### config.mk
export PLATFORM = sky130hd
export DESIGN_NAME = branch_resolve_unit_flat
export DESIGN_NICKNAME = d
export VERILOG_FILES = /design/src/rtl/branch_pkg.sv /design/src/rtl/branch_resolve_unit_if.sv /design/src/rtl/branch_cmp32.sv /design/src/rtl/branch_resolve_unit.sv /design/src/flat_wrapper.sv
export SDC_FILE = /design/constraint.sdc
export NUM_CORES = 1
export LEC_CHECK = 0
export CAP_MARGIN = 25
export CORE_MARGIN = 2
export CORE_UTILIZATION = 43
export CTS_CLUSTER_DIAMETER = 40
export CTS_CLUSTER_SIZE = 28
export DETAILED_ROUTE_END_ITERATION = 6
export GPL_ROUTABILITY_DRIVEN = 1
export PLACE_DENSITY = 0.68
export SLEW_MARGIN = 10
export SYNTH_ARGS = -nofsm -noshare
export SYNTH_HDL_FRONTEND = slang
export SYNTH_SLANG_ARGS = --single-unit
### constraint.sdc
create_clock -name clk -period 3.5 [get_ports clk]
set_clock_uncertainty 0.05 [all_clocks]
set_input_delay 0.525 -clock clk [delete_from_list [all_inputs] [get_ports clk]]
set_output_delay 0.525 -clock clk [all_outputs]
set_load 0.005 [all_outputs]
### src/rtl/branch_pkg.sv
// Shared types and funct3 decode for the branch resolver.
package branch_pkg;

  localparam int DATA_W = 32;

  localparam logic [2:0] F3_BEQ  = 3'b000;
  localparam logic [2:0] F3_BNE  = 3'b001;
  localparam logic [2:0] F3_BLT  = 3'b100;
  localparam logic [2:0] F3_BGE  = 3'b101;
  localparam logic [2:0] F3_BLTU = 3'b110;
  localparam logic [2:0] F3_BGEU = 3'b111;

  typedef enum logic [1:0] {
    KIND_NONE,
    KIND_BRANCH,
    KIND_JAL,
    KIND_JALR
  } kind_t;

  typedef struct packed {
    logic [DATA_W-1:0] pc;
    logic [DATA_W-1:0] rs1;
    logic [DATA_W-1:0] rs2;
    logic [DATA_W-1:0] imm;
    logic [2:0]        funct3;
    kind_t             kind;
    logic              pred;
  } s1_payload_t;

  typedef struct packed {
    logic              taken;
    logic [DATA_W-1:0] target;
    logic [DATA_W-1:0] link;
    logic              mispredict;
    logic              illegal;
    logic              misaligned;
  } s2_payload_t;

  // Multiple kind flags resolve as jalr > jal > branch.
  function automatic kind_t decode_kind(input logic br, input logic jal, input logic jalr);
    if (jalr)     return KIND_JALR;
    else if (jal) return KIND_JAL;
    else if (br)  return KIND_BRANCH;
    else          return KIND_NONE;
  endfunction

  // Returns {illegal, taken} for a conditional branch.
  function automatic logic [1:0] branch_cond(input logic [2:0] f3, input logic eq,
                                             input logic lt, input logic ltu);
    case (f3)
      F3_BEQ:  return {1'b0, eq};
      F3_BNE:  return {1'b0, !eq};
      F3_BLT:  return {1'b0, lt};
      F3_BGE:  return {1'b0, !lt};
      F3_BLTU: return {1'b0, ltu};
      F3_BGEU: return {1'b0, !ltu};
      default: return 2'b10;
    endcase
  endfunction

endpackage

### src/rtl/branch_resolve_unit_if.sv
// Request/response bus of the branch resolver; master issues requests and consumes results.
interface branch_resolve_unit_if;
  import branch_pkg::*;

  logic              in_valid;
  logic              in_ready;
  logic [DATA_W-1:0] in_pc;
  logic [DATA_W-1:0] in_rs1;
  logic [DATA_W-1:0] in_rs2;
  logic [DATA_W-1:0] in_imm;
  logic [2:0]        in_funct3;
  logic              in_is_branch;
  logic              in_is_jal;
  logic              in_is_jalr;
  logic              in_pred_taken;
  logic              out_valid;
  logic              out_ready;
  logic              out_taken;
  logic [DATA_W-1:0] out_target;
  logic [DATA_W-1:0] out_link;
  logic              out_mispredict;
  logic              out_illegal;
  logic              out_misaligned;

  modport master (
    output in_valid, in_pc, in_rs1, in_rs2, in_imm, in_funct3,
           in_is_branch, in_is_jal, in_is_jalr, in_pred_taken, out_ready,
    input  in_ready, out_valid, out_taken, out_target, out_link,
           out_mispredict, out_illegal, out_misaligned
  );

  modport slave (
    input  in_valid, in_pc, in_rs1, in_rs2, in_imm, in_funct3,
           in_is_branch, in_is_jal, in_is_jalr, in_pred_taken, out_ready,
    output in_ready, out_valid, out_taken, out_target, out_link,
           out_mispredict, out_illegal, out_misaligned
  );

endinterface

### src/rtl/branch_cmp32.sv
// Combinational equal / signed-less-than / unsigned-less-than flags for two operands.
module branch_cmp32 (
  input  logic [31:0] a,
  input  logic [31:0] b,
  output logic        eq,
  output logic        lt,
  output logic        ltu
);

  assign eq  = ~|(a ^ b);
  assign lt  = $signed(a) < $signed(b);
  assign ltu = a < b;

endmodule

### src/rtl/branch_resolve_unit.sv
// Two-stage branch/jump resolver: S1 holds the request and resolves it, S2 holds the result.
// Two cycles from accept to out_valid, one request per cycle; flush kills S1/S2 at the edge.
module branch_resolve_unit
  import branch_pkg::*;
#(
  parameter int XLEN  = DATA_W,
  parameter int CNT_W = 32
) (
  input  logic                 clk,
  input  logic                 rst,
  input  logic                 flush,
  branch_resolve_unit_if.slave bus,
  output logic [CNT_W-1:0]     branch_cnt,
  output logic [CNT_W-1:0]     taken_cnt
);

  logic        s1_valid, s2_valid, s2_branch;
  s1_payload_t s1_q;
  s2_payload_t s2_q, s1_res;
  logic        s1_adv, s2_adv, out_fire;
  logic        eq, lt, ltu, taken, illegal;
  logic [XLEN-1:0] sum_pc, sum_rs, link, target;

  assign s2_adv       = !s2_valid || bus.out_ready;
  assign s1_adv       = !s1_valid || s2_adv;
  assign bus.in_ready = s1_adv && !flush;
  assign out_fire     = s2_valid && bus.out_ready;

  branch_cmp32 u_cmp (
    .a   (s1_q.rs1),
    .b   (s1_q.rs2),
    .eq  (eq),
    .lt  (lt),
    .ltu (ltu)
  );

  always_comb begin
    sum_pc  = s1_q.pc + s1_q.imm;
    sum_rs  = s1_q.rs1 + s1_q.imm;
    link    = s1_q.pc + 32'd4;
    taken   = 1'b0;
    illegal = 1'b0;
    target  = link;
    case (s1_q.kind)
      KIND_JALR: begin
        taken  = 1'b1;
        target = {sum_rs[XLEN-1:1], 1'b0};
      end
      KIND_JAL: begin
        taken  = 1'b1;
        target = sum_pc;
      end
      KIND_BRANCH: begin
        {illegal, taken} = branch_cond(s1_q.funct3, eq, lt, ltu);
        if (taken) target = sum_pc;
      end
      default: ;
    endcase
    s1_res.taken      = taken;
    s1_res.target     = target;
    s1_res.link       = link;
    s1_res.mispredict = taken ^ s1_q.pred;
    s1_res.illegal    = illegal;
    s1_res.misaligned = taken && (target[1:0] != 2'b00);
  end

  always_ff @(posedge clk) begin
    if (rst) begin
      s1_valid   <= 1'b0;
      s2_valid   <= 1'b0;
      s2_branch  <= 1'b0;
      s1_q       <= '0;
      s2_q       <= '0;
      branch_cnt <= '0;
      taken_cnt  <= '0;
    end else begin
      // A handshake in the flush cycle still completes, so counting ignores flush.
      if (out_fire && s2_branch) begin
        branch_cnt <= branch_cnt + {{(CNT_W-1){1'b0}}, 1'b1};
        if (s2_q.taken) taken_cnt <= taken_cnt + {{(CNT_W-1){1'b0}}, 1'b1};
      end
      if (flush) begin
        s1_valid <= 1'b0;
        s2_valid <= 1'b0;
      end else begin
        if (s2_adv) begin
          s2_valid <= s1_valid;
          if (s1_valid) begin
            s2_q      <= s1_res;
            s2_branch <= (s1_q.kind == KIND_BRANCH);
          end
        end
        if (s1_adv) begin
          s1_valid <= bus.in_valid;
          if (bus.in_valid) begin
            s1_q <= '{pc: bus.in_pc, rs1: bus.in_rs1, rs2: bus.in_rs2, imm: bus.in_imm,
                      funct3: bus.in_funct3,
                      kind: decode_kind(bus.in_is_branch, bus.in_is_jal, bus.in_is_jalr),
                      pred: bus.in_pred_taken};
          end
        end
      end
    end
  end

  assign bus.out_valid      = s2_valid;
  assign bus.out_taken      = s2_q.taken;
  assign bus.out_target     = s2_q.target;
  assign bus.out_link       = s2_q.link;
  assign bus.out_mispredict = s2_q.mispredict;
  assign bus.out_illegal    = s2_q.illegal;
  assign bus.out_misaligned = s2_q.misaligned;

endmodule

### src/flat_wrapper.sv
// flat-port wrapper written by rule: the top's interface ports become plain ports
module branch_resolve_unit_flat import branch_pkg::*;
#(
  parameter int XLEN  = DATA_W,
  parameter int CNT_W = 32
)
  (clk, rst, flush, branch_cnt, taken_cnt, bus_in_valid, bus_in_pc, bus_in_rs1, bus_in_rs2, bus_in_imm, bus_in_funct3, bus_in_is_branch, bus_in_is_jal, bus_in_is_jalr, bus_in_pred_taken, bus_out_ready, bus_in_ready, bus_out_valid, bus_out_taken, bus_out_target, bus_out_link, bus_out_mispredict, bus_out_illegal, bus_out_misaligned);
  branch_resolve_unit_if bus_i ();
  input  logic clk;
  input  logic rst;
  input  logic flush;
  output logic [CNT_W-1:0] branch_cnt;
  output logic [CNT_W-1:0] taken_cnt;
  input wire logic [$bits(bus_i.in_valid)-1:0] bus_in_valid;
  input wire logic [$bits(bus_i.in_pc)-1:0] bus_in_pc;
  input wire logic [$bits(bus_i.in_rs1)-1:0] bus_in_rs1;
  input wire logic [$bits(bus_i.in_rs2)-1:0] bus_in_rs2;
  input wire logic [$bits(bus_i.in_imm)-1:0] bus_in_imm;
  input wire logic [$bits(bus_i.in_funct3)-1:0] bus_in_funct3;
  input wire logic [$bits(bus_i.in_is_branch)-1:0] bus_in_is_branch;
  input wire logic [$bits(bus_i.in_is_jal)-1:0] bus_in_is_jal;
  input wire logic [$bits(bus_i.in_is_jalr)-1:0] bus_in_is_jalr;
  input wire logic [$bits(bus_i.in_pred_taken)-1:0] bus_in_pred_taken;
  input wire logic [$bits(bus_i.out_ready)-1:0] bus_out_ready;
  output wire logic [$bits(bus_i.in_ready)-1:0] bus_in_ready;
  output wire logic [$bits(bus_i.out_valid)-1:0] bus_out_valid;
  output wire logic [$bits(bus_i.out_taken)-1:0] bus_out_taken;
  output wire logic [$bits(bus_i.out_target)-1:0] bus_out_target;
  output wire logic [$bits(bus_i.out_link)-1:0] bus_out_link;
  output wire logic [$bits(bus_i.out_mispredict)-1:0] bus_out_mispredict;
  output wire logic [$bits(bus_i.out_illegal)-1:0] bus_out_illegal;
  output wire logic [$bits(bus_i.out_misaligned)-1:0] bus_out_misaligned;
  assign bus_i.in_valid = bus_in_valid;
  assign bus_i.in_pc = bus_in_pc;
  assign bus_i.in_rs1 = bus_in_rs1;
  assign bus_i.in_rs2 = bus_in_rs2;
  assign bus_i.in_imm = bus_in_imm;
  assign bus_i.in_funct3 = bus_in_funct3;
  assign bus_i.in_is_branch = bus_in_is_branch;
  assign bus_i.in_is_jal = bus_in_is_jal;
  assign bus_i.in_is_jalr = bus_in_is_jalr;
  assign bus_i.in_pred_taken = bus_in_pred_taken;
  assign bus_i.out_ready = bus_out_ready;
  assign bus_in_ready = bus_i.in_ready;
  assign bus_out_valid = bus_i.out_valid;
  assign bus_out_taken = bus_i.out_taken;
  assign bus_out_target = bus_i.out_target;
  assign bus_out_link = bus_i.out_link;
  assign bus_out_mispredict = bus_i.out_mispredict;
  assign bus_out_illegal = bus_i.out_illegal;
  assign bus_out_misaligned = bus_i.out_misaligned;
  branch_resolve_unit #(.XLEN(XLEN), .CNT_W(CNT_W)) u_core (.clk(clk), .rst(rst), .flush(flush), .bus(bus_i), .branch_cnt(branch_cnt), .taken_cnt(taken_cnt));
endmodule
==> results_dict.tcl, run 1 <==
set metrics [dict create \
    synth.distinct_cells 83 \
    final_cells 2693 \
    peakVddDrop_v 0.0004029 \
    grt_pass1_wl_mm 76.65 \
    initial_utilization_pct 43.59 \
    nets 2447 \
    design.die.area_um2 36530 \
    vias 14910 \
    worst_path_max_delay_cell "nor4_1" \
    setup.worst_path.class "reg -> reg" \
    rows 68 \
    clock-sinks 269 \
    critPathMaxFanout 16 \
    grt_antenna_before_repair 1 \
    hold_path.class "in -> reg" \
    arrival_ps 3660 \
    fmax_mhz 303.5 \
    outcome "completed" \
    finish.utilization_pct 57.39 \
    slew_viol_final 0 \
    syn_inst 1940 \
    leakage_nw 7.616 \
    cts_tree "built" \
    ant_nets 0 \
    dp_slack_ps 228.9 \
    cts_made_buffers 39 \
    grt.overflow.total 0 \
    gp_congestion 0.9216 \
    hold_viol 0 \
    wl_per_cell_um 18.34 \
    grt_max_degree 100 \
    synth_area_per_cell_um2 7.762 \
    relSlewSlack_pct 50.51 \
    drt_iter0_markers 967 \
    portBuffers 273 \
    synthesis.nets 2178 \
    synth.area.top_cells "dfxtp_1, nand2_1, ha_1" \
    cts_root_buf "clkbuf_16" \
    first_pass_iters 5 \
    max_slew.worst_pin.slew_ps 742.3 \
    cp_common_cell "mux2_2" \
    ys_warn_count 0 \
    cts.clk_slew.worst_paths_ps 60 \
    grtUsageTotal_pct 26.39 \
    htreeDepth 2 \
    post-route-drc-count 0 \
    crit_chain "inv_1 -> ha_1 -> nand4_1 -> nor4_1 -> a21boi_1 -> o31a_1 -> mux2_2 -> a21oi_4 -> buf_4 -> mux2_2 -> o311ai_0" \
    endpoint_kind "flop" \
    async_reset_ff_share_pct 0 \
    ys_seq_elements 269 \
    fin_crit_ps 3295 \
    clkLatencyLatePin_ps 540 \
    setup_tns_ps 0 \
    die_h_um 191.1 \
    post-route-period-util_pct 94.14 \
    postCtsSetupRepairBufs 0 \
    ios 274 \
    synth_commonest_cells "nand2_1, dfxtp_1, a21oi_1" \
    grt_pass1_vias 14160 \
    cp_data_required_time_ps 3870 \
    power.density_nw_per_um2 430.1 \
    setup_viol 0 \
    clk_path_buf_depth 3 \
    placed_area_um2 18390 \
    place_inst 2623 \
    timing.hold.ws_ps 330.0 \
    maxCapViolCount 0 \
    worst_slack_ps 204.9 \
    cts_resized 0 \
    crit_path_max_incr_delay_ps 430 \
    grt_setup_unrepaired "no" \
    synth_seq_area_share_pct 35.76 \
    die_w_um 191.1 \
    routed_wl_mm 49.40 \
    antenna_cells 0 \
    via_per_inst 5.538 \
    syn_area_um2 15060 \
    final_cell_area_um2 19830 \
    start_kind "flop" \
    synth_top_area_share_pct 35.76 \
    synth_edf_count 0 \
    drive_gt1_share_pct 6.345 \
    cts_hold_buffers 0 \
    synthFlopType "dfxtp_1" \
    dp_hpwl_mm 37.80 \
    synth_most_common_cell "nand2_1" \
    totalPowerFinal_mw 8.527 \
    synth_top_area_cell "dfxtp_1" \
    core_um2 34540 \
    area_growth_pct 31.66 \
]
[report_power, final]
| group | total, mW | leakage (nW) | switching [mW] | internal, mW |
|---|---|---|---|---|
| Clock | 4.23 | 0.699 | 1.57 | 2.66 |
| Sequential | 3.26 | 2.19 | 0.107 | 3.16 |
| Combinational | 1.04 | 4.73 | 0.576 | 0.462 |
| Total | 8.53 | 7.62 | 2.25 | 6.28 |
[worst max-delay path, delay by kind of cell, from the launching register on]
family	cells	cell delay (ps)
compound gates	4	810
mux	2	780
simple gates	2	570
flops	1	320
buf+inv	2	310
fa+ha+maj	1	310
[routing by layer]
layer / global-route usage [%] / wire, um / up-vias
li1: - / - / 7380
met1: 38.27 / 22920 / 6917
met2: 41.39 / 21720 / 534
met3: 3.672 / 3714 / 80
met4: 6.006 / 1028 / 2
met5: 0 / 13 / -
[path summary, 6_finish.rpt]
| check | startpoint | endpoint | slack [ps] | cells after the start |
|---|---|---|---|---|
| min reg2reg | u_core.s1_q[49] | u_core.s1_q[49] | 400 | 2 |
| max | u_core.s1_q[49] | u_core.bus.out_target[15] | 200 | 11 |
| max reg2reg | u_core.s1_q[49] | u_core.bus.out_target[15] | 200 | 11 |
| min | rst | u_core.s1_q[102] | 330 | 2 |
[sequential cells by signal (all words and copies together), names as in the netlist]
signal                     cells
u_core.s1_q                  134
u_core.branch_cnt             32
u_core.bus.out_link           32
u_core.bus.out_target         32
u_core.taken_cnt              32
u_core.bus.out_illegal         1
u_core.bus.out_misaligned      1
u_core.bus.out_mispredict      1
u_core.bus.out_taken           1
u_core.bus.out_valid           1
u_core.s1_valid                1
u_core.s2_branch               1
[logic make-up after synthesis]
| kind of cell | count (synthesis) | share of synthesized area [%] |
|---|---|---|
| flops | 269 | 35.76 |
| xor+xnor | 134 | 7.794 |
| buf+inv | 150 | 4.030 |
| mux | 12 | 0.8143 |
| simple gates | 778 | 22.70 |
| compound gates | 499 | 20.66 |
| fa+ha+maj | 98 | 8.243 |
[final cells by class]
type | instances | area (um^2)
fillers | 3203 | 14720
multi-input cells | 1521 | 9094
flip-flops and latches | 269 | 5385
repair buffers | 321 | 3144
clock buffers | 45 | 1059
well taps | 455 | 569.3
clock inverters | 25 | 360.3
inverters | 57 | 214.0
[placed cells by master (no fill, tap or decap), types with 6 or more instances in the layout]
master / netlist / final
a31oi_1: 11 / 11
o21bai_1: 11 / 11
dfxtp_1: 269 / 269
bufinv_16: 0 / 6
and4_1: 10 / 10
nand3_1: 49 / 49
nand4_1: 33 / 33
a311oi_1: 6 / 6
o31ai_1: 11 / 11
nand2b_1: 6 / 6
o211ai_1: 15 / 15
xnor2_1: 53 / 53
clkbuf_16: 0 / 39
a211oi_1: 44 / 44
nor2_1: 181 / 181
and3_1: 29 / 29
clkdlybuf4s50_1: 0 / 272
nand2_1: 379 / 378
o21ai_1: 17 / 17
nor3_1: 40 / 40
clkbuf_8: 2 / 6
or3_1: 13 / 13
o21a_1: 6 / 6
a21oi_1: 231 / 231
xor2_1: 81 / 81
a21o_1: 20 / 20
o21ai_0: 53 / 53
and2_1: 8 / 7
a221oi_1: 6 / 6
buf_4: 0 / 44
inv_6: 0 / 7
inv_1: 56 / 56
ha_1: 96 / 96
nor2b_1: 8 / 8
mux2i_1: 10 / 10
a22oi_1: 7 / 7
Power figures use the tool's default switching activity.
==> run 2: changes to the inputs <==
- TNS_END_PERCENT: unset -> 1
==> results of run 2 <==
Same layout as run 1: the final DEF is identical, and so are final timing and power.
==> run 3: changes to the inputs <==
- CAP_MARGIN: 25 -> unset
==> results of run 3 <==
Same layout as run 1: the final DEF is identical, and so are final timing and power.
